$ cat src/rtl/recovery_sequencer.sv
// Recovery sequencer: drives clear / acquire / lock / holdoff / fault control of the
// recovery datapath with bounded retries and optional source swapping between attempts.
module recovery_sequencer #(
    parameter int CLEAR_CYCLES  = 4,
    parameter int TIMEOUT_WIDTH = 16,
    parameter int RETRY_WIDTH   = 4
) (
    input  logic                     clk_i,
    input  logic                     rst_ni,
    input  logic                     start_i,
    input  logic                     abort_i,
    input  logic                     source_pref_i,
    input  logic                     auto_swap_en_i,
    input  logic [TIMEOUT_WIDTH-1:0] acquire_timeout_i,
    input  logic [TIMEOUT_WIDTH-1:0] holdoff_i,
    input  logic [RETRY_WIDTH-1:0]   max_retries_i,
    input  logic                     fully_locked_in_i,
    input  logic                     excessive_drift_violation_i,
    input  logic                     bandpass_violation_i,
    output logic                     recovery_en_o,
    output logic                     clear_state_o,
    output logic                     source_select_o,
    output logic [2:0]               state_o,
    output logic                     locked_o,
    output logic                     fault_o,
    output logic                     lock_lost_o,
    output logic [RETRY_WIDTH-1:0]   retry_count_o
);

    localparam logic [2:0] S_IDLE    = 3'd0;
    localparam logic [2:0] S_CLEAR   = 3'd1;
    localparam logic [2:0] S_ACQUIRE = 3'd2;
    localparam logic [2:0] S_LOCKED  = 3'd3;
    localparam logic [2:0] S_HOLDOFF = 3'd4;
    localparam logic [2:0] S_FAULT   = 3'd5;
    localparam logic [7:0] CLR_LAST  = 8'(CLEAR_CYCLES - 1);

    logic [2:0]               r_state;
    logic [TIMEOUT_WIDTH-1:0] r_timer;
    logic [7:0]               r_clr_cnt;
    logic [RETRY_WIDTH-1:0]   r_retry;
    logic                     r_source;
    logic                     r_rec_en;
    logic                     r_clear;
    logic                     r_locked;
    logic                     r_fault;
    logic                     r_lock_lost;

    logic [2:0]               w_state_nxt;
    logic                     w_retry_clr;
    logic                     w_retry_inc;
    logic                     w_load_src;
    logic                     w_swap;
    logic                     w_lost;
    logic                     w_acq_timeout;
    logic [TIMEOUT_WIDTH-1:0] w_hold_last;
    logic [RETRY_WIDTH-1:0]   w_retry_nxt;
    logic                     w_source_nxt;
    logic                     w_rec_en_nxt;
    logic                     w_clear_nxt;
    logic                     w_locked_nxt;
    logic                     w_fault_nxt;

    // Timeout fires as the acquire_timeout_i-th ACQUIRE cycle ends; >= tolerates a lowered budget.
    assign w_acq_timeout = (acquire_timeout_i != '0) &&
                           (r_timer >= acquire_timeout_i - TIMEOUT_WIDTH'(1));
    assign w_hold_last   = (holdoff_i == '0) ? '0 : holdoff_i - TIMEOUT_WIDTH'(1);

    always_ff @(posedge clk_i or negedge rst_ni) begin
        if (!rst_ni) begin
            r_state     <= S_IDLE;
            r_timer     <= '0;
            r_clr_cnt   <= '0;
            r_retry     <= '0;
            r_source    <= 1'b0;
            r_rec_en    <= 1'b0;
            r_clear     <= 1'b0;
            r_locked    <= 1'b0;
            r_fault     <= 1'b0;
            r_lock_lost <= 1'b0;
        end else begin
            r_state     <= w_state_nxt;
            r_retry     <= w_retry_nxt;
            r_source    <= w_source_nxt;
            r_rec_en    <= w_rec_en_nxt;
            r_clear     <= w_clear_nxt;
            r_locked    <= w_locked_nxt;
            r_fault     <= w_fault_nxt;
            r_lock_lost <= w_lost;
            if (w_state_nxt != r_state || abort_i) begin
                r_timer   <= '0;
                r_clr_cnt <= '0;
            end else begin
                if (r_timer != '1)
                    r_timer <= r_timer + TIMEOUT_WIDTH'(1);
                if (r_clr_cnt != '1)
                    r_clr_cnt <= r_clr_cnt + 8'd1;
            end
        end
    end

    always_comb begin
        w_state_nxt = r_state;
        w_retry_clr = 1'b0;
        w_retry_inc = 1'b0;
        w_load_src  = 1'b0;
        w_swap      = 1'b0;
        w_lost      = 1'b0;
        if (abort_i) begin
            w_state_nxt = S_IDLE;
            w_retry_clr = 1'b1;
        end else begin
            case (r_state)
                S_IDLE, S_FAULT: begin
                    if (start_i) begin
                        w_state_nxt = S_CLEAR;
                        w_retry_clr = 1'b1;
                        w_load_src  = 1'b1;
                    end
                end
                S_CLEAR: begin
                    if (r_clr_cnt >= CLR_LAST)
                        w_state_nxt = S_ACQUIRE;
                end
                S_ACQUIRE: begin
                    // Lock wins over a coincident failure; bandpass flags are ignored while settling.
                    if (fully_locked_in_i)
                        w_state_nxt = S_LOCKED;
                    else if (excessive_drift_violation_i || w_acq_timeout)
                        w_state_nxt = S_HOLDOFF;
                end
                S_LOCKED: begin
                    if (!fully_locked_in_i || excessive_drift_violation_i || bandpass_violation_i) begin
                        w_state_nxt = S_HOLDOFF;
                        w_lost      = 1'b1;
                    end
                end
                S_HOLDOFF: begin
                    if (r_retry >= max_retries_i) begin
                        w_state_nxt = S_FAULT;
                    end else if (r_timer >= w_hold_last) begin
                        w_state_nxt = S_CLEAR;
                        w_retry_inc = 1'b1;
                        w_swap      = auto_swap_en_i;
                    end
                end
                default: w_state_nxt = S_IDLE;
            endcase
        end
    end

    always_comb begin
        w_rec_en_nxt = (w_state_nxt == S_ACQUIRE) || (w_state_nxt == S_LOCKED);
        w_clear_nxt  = (w_state_nxt == S_CLEAR);
        w_locked_nxt = (w_state_nxt == S_LOCKED);
        w_fault_nxt  = (w_state_nxt == S_FAULT);
        w_source_nxt = r_source;
        if (w_load_src)
            w_source_nxt = source_pref_i;
        else if (w_swap)
            w_source_nxt = ~r_source;
        w_retry_nxt = r_retry;
        if (w_retry_clr)
            w_retry_nxt = '0;
        else if (w_retry_inc && r_retry != '1)
            w_retry_nxt = r_retry + RETRY_WIDTH'(1);
    end

    assign state_o         = r_state;
    assign recovery_en_o   = r_rec_en;
    assign clear_state_o   = r_clear;
    assign source_select_o = r_source;
    assign locked_o        = r_locked;
    assign fault_o         = r_fault;
    assign lock_lost_o     = r_lock_lost;
    assign retry_count_o   = r_retry;

endmodule

$ cat config.mk
export PLATFORM = sky130hd
export DESIGN_NAME = recovery_sequencer
export DESIGN_NICKNAME = d
export VERILOG_FILES = /design/src/rtl/recovery_sequencer.sv
export SDC_FILE = /design/constraint.sdc
export NUM_CORES = 1
export LEC_CHECK = 0
export BUFFER_PORTS_ARGS = -buffer_cell sky130_fd_sc_hd__buf_2
export CAP_MARGIN = 20
export CORE_MARGIN = 2
export CORE_UTILIZATION = 36
export CTS_BUF_LIST = sky130_fd_sc_hd__clkbuf_4 sky130_fd_sc_hd__clkbuf_8
export DETAILED_ROUTE_END_ITERATION = 6
export HOLD_SLACK_MARGIN = 0.02
export REMOVE_ABC_BUFFERS = 1
export SETUP_SLACK_MARGIN = 0.2
export SYNTH_ARGS = -nofsm -noshare
export SYNTH_HDL_FRONTEND = slang
export SYNTH_SLANG_ARGS = --single-unit
$ cat constraint.sdc
create_clock -name clk_i -period 3.1 [get_ports clk_i]
set_input_delay 0.465 -clock clk_i [delete_from_list [all_inputs] [get_ports clk_i]]
set_output_delay 0.465 -clock clk_i [all_outputs]
set_load 0.005 [all_outputs]
==> impl.org <==
** Outcome
- Result of the run :: complete, but fails checks
- The checks that failed: negative setup slack.

** Final layout
- Finished Layout Cells :: 650
- Of the cells placed in the final design, the portion with a size suffix greater than 1 is 34.1%.
- Count of antenna diodes in the layout :: 0
- Compared with the post-synthesis result, the final layout area differs by 39.1%.
- Core occupancy in the finished layout :: 51.4%
- In the final design database the tool counted 626 nets.
- After routing the design area is 4730 um^2.

** Routing
- Post-route ant nets :: 0
- Vias per std cell :: 5.27
- Number of vias in the routed layout :: 3424
- Wire length reported by the detailed router :: 8770 um
- Dividing the detail-routed wire length by the instance count gives approximately 13 um.
- First-iteration detailed-routing DRC count :: 116
- # DRC :: 0
- DR pass1 iterations :: 4

** Synthesis
- In the synthesized netlist the async set-or-reset flop fraction comes to 100%.
- Average size of a mapped cell :: 8.25 um^2
- During synthesis, Yosys emitted a total of 0 warnings.
- Main synth FF type :: dfrtp_1
- Post-synth EDFFs :: 0
- Syn Inst Count :: ~410
- After synthesis the netlist holds a flip-flop and latch count of 37.
- Share of synthesized area occupied by flip-flops and latches :: 27.2%
- In this run, distinct cell masters in the synthesized netlist total 49.
- Combined area of all synthesized cells :: 3400 um^2

** Clocking
- The tree built by TritonCTS fans out to 37 sinks.
- Clock tree synthesis inserted a total of 5 buffers.
- CTS tree :: built
- No sink is reached through more buffers than the 2 on the longest clock path.
- Clock latency at the later pin of the worst-skew pair :: 0.29 ns
- Clock slew seen by the registers of the worst setup and hold paths :: 0.08 ns
- In this run, post-CTS hold repair placed 0 buffers.
- Root Buffer Master :: clkbuf_8
- CTS built an H-tree with a depth of 2.

** Placed design
- Cell count after placement :: 633
- Input/output buffers :: 57
- The congestion estimate from routability-driven global placement came to 0.850.
- Dpl ws :: -1.20 ns
- HPWL after detailed placement :: 6630 um
- Summing all placed instances gives a cell area of 4250 um^2.

** STA
- Worst-case headroom to the max-slew limit :: around 44%
- On the final layout, the worst clock skew is between 0.01 and 0.015 ns.
- RSZ-0062 raised after global routing :: true
- In the final timing run, aggregate negative setup slack is -22.06 ns.
- Period utilisation layout :: 123%
- Static timing analysis puts the maximum clock frequency at 0.262 GHz.
- The number of hold-slack violations in the final timing report was 0.
- The max-slew violation total from the final report is 0.
- Final setup margin :: -0.710 ns
- Setup-violating endpoint count in the final report :: 36
- At the pin with the least slew margin, the transition time is 0.838 ns.
- On the final layout, the worst hold slack is 0.270 ns.
- Crit path time final :: 3.81 ns

** Global route
- For this run, the total global-route usage over all layers was measured as 17.2%.
- Entering global routing, the biggest net connects 38 pins.
- The number of antenna violations at the first check in global routing is 0.
- Via count of the first global-routing pass :: about 3300
- The first global-routing pass estimated 14500 um of wire.
- Summed over all layers, the global routing overflow is 0.

** Critical path
- Of all nets on the critical path, the largest fanout is 24.
- STA classifies the critical path endpoint as a flop.
- Startpoint type of the worst setup path :: input port
- Critical path class :: in -> reg
- Signal arrival time at the worst endpoint :: 4.03 ns
- STA puts the critical path data required time at 3.32 ns.

** Pwr
- In this run the power density over the cells is approximately 250 nW/um^2.
- IR drop worst, VDD :: between 0.15 and 0.2 mV
- Tot Pwr :: 1.17 mW
- In this run the static leakage power is 2.21 nW.

** Die
- The floorplan has 35 rows.
- Initial core utilization :: 37.0%
- Die Height :: 101 um
- Horizontal die dimension :: ~100 um
- Die Area :: 10200 um^2
- Pin placement for this block handled 58 I/O pins.
- Core ar. :: 9200 um^2

** Run
- Number of violations of the max-capacitance limit :: 0

** Worst hold path
- Hold Path Class :: in -> async
[repair_timing]
item	CTS	global route
setup endpoints to repair	36	36
setup buffers	2	7
pin swaps	2	26
resized for setup	23	47
endpoints found under the hold margin	0	0
[per-layer routing]
layer,vias to the layer above,routed length [um],GRT usage (%)
met4,0,156,4.47
met1,1593,4030,22.4
met5,-,0,0
met3,16,283,2.07
li1,1734,-,-
met2,81,4290,30.1
[state kept, by name (all words and copies together), names as in the netlist]
signal	cells
state_o	3
clear_state_o	1
locked_o	1
retry_count_o	4
source_select_o	1
lock_lost_o	1
r_timer	16
r_clr_cnt	8
recovery_en_o	1
fault_o	1
[cells in the final DEF, fill, tap and decap left out, drive strengths merged, types with 6 or more instances in the layout]
cell type / count
inv: 15
nor3b: 6
clkbuf: 6
buf: 128
dfrtp: 37
a21oi: 19
nand2: 43
xor2: 14
nand3: 21
nor3: 16
nor4: 9
xnor2: 28
nand2b: 6
ha: 43
and3: 12
o21ai: 15
nand4: 10
nor2: 53
[cells in the mapped netlist, types with 2 or more instances]
library cell	count	area [um^2]
a211oi_1	3	22.5
a21o_1	3	22.5
a21oi_1	19	95.1
a221oi_1	2	17.5
a31oi_1	5	31.3
and2_1	2	12.5
and3_1	11	68.8
buf_6	2	22.5
clkbuf_1	7	26.3
dfrtp_1	37	926
ha_1	43	538
inv_1	15	56.3
mux2i_1	3	30.0
nand2_1	43	161
nand2b_1	6	37.5
nand3_1	21	105
nand3b_1	5	37.5
nand4_1	10	62.6
nor2_1	53	199
nor2b_1	5	31.3
nor3_1	15	75.1
nor3b_1	6	45.0
nor4_1	8	50.1
nor4b_1	2	17.5
o21a_1	2	15.0
o21ai_0	15	75.1
o22ai_1	2	12.5
or2_2	2	12.5
or3_1	2	12.5
or4_1	4	30.0
xnor2_1	28	245
xor2_1	14	123
[power by group]
part,internal (mW),total (mW),switching (mW)
clock,0.165,0.342,0.177
combinational,0.160,0.315,0.156
sequential,0.495,0.512,0.0163
total,0.820,1.17,0.349
[path summary, 6_finish.rpt]
check                                      from               to  slack [ns]  cells after the start
setup / recovery           acquire_timeout_i[4]     r_clr_cnt[6]       -0.71                     16
hold / removal                           rst_ni         locked_o        0.27                      1
setup reg to reg                     r_timer[0]       r_timer[4]        0.08                     12
hold reg to reg                    r_clr_cnt[7]     r_clr_cnt[7]        0.56                      1
max in group asynchronous                rst_ni     r_clr_cnt[3]        2.28                      1
min in group clk_i                source_pref_i  source_select_o        0.44                      3
[worst max-delay path: stages]
cell	delay (ns)
buf_6	0.09
or4_4	0.53
or3_4	0.42
nor2_2	0.09
nand2_1	0.07
xor2_1	0.15
ha_1	0.29
nand4_1	0.12
or3_1	0.37
or4_4	0.44
a31oi_4	0.15
and3_4	0.21
o31a_1	0.19
o31ai_4	0.09
buf_12	0.17
nor3_2	0.16
[cell type report]
class                           instances  area (um^2)
Clock buffer                            6         76.3
Clock inverter                          2         10.0
Fill cell                             864         4470
Inverter                               15         56.3
Multi-Input combinational cell        351         2650
Sequential cell                        37          926
Tap cell                              111          139
Timing Repair Buffer                  128          876
[cell families after synthesis]
family	synth area share (%)
and+or+nand+nor	30.7
AOI/OAI and AO/OA	11.4
adders and majority gates	15.8
xor gates and xnor gates	10.8
DFF	27.2
buffers and inverters	3.09
muxes	0.884
Note: power is estimated with default switching activity, not from simulation.
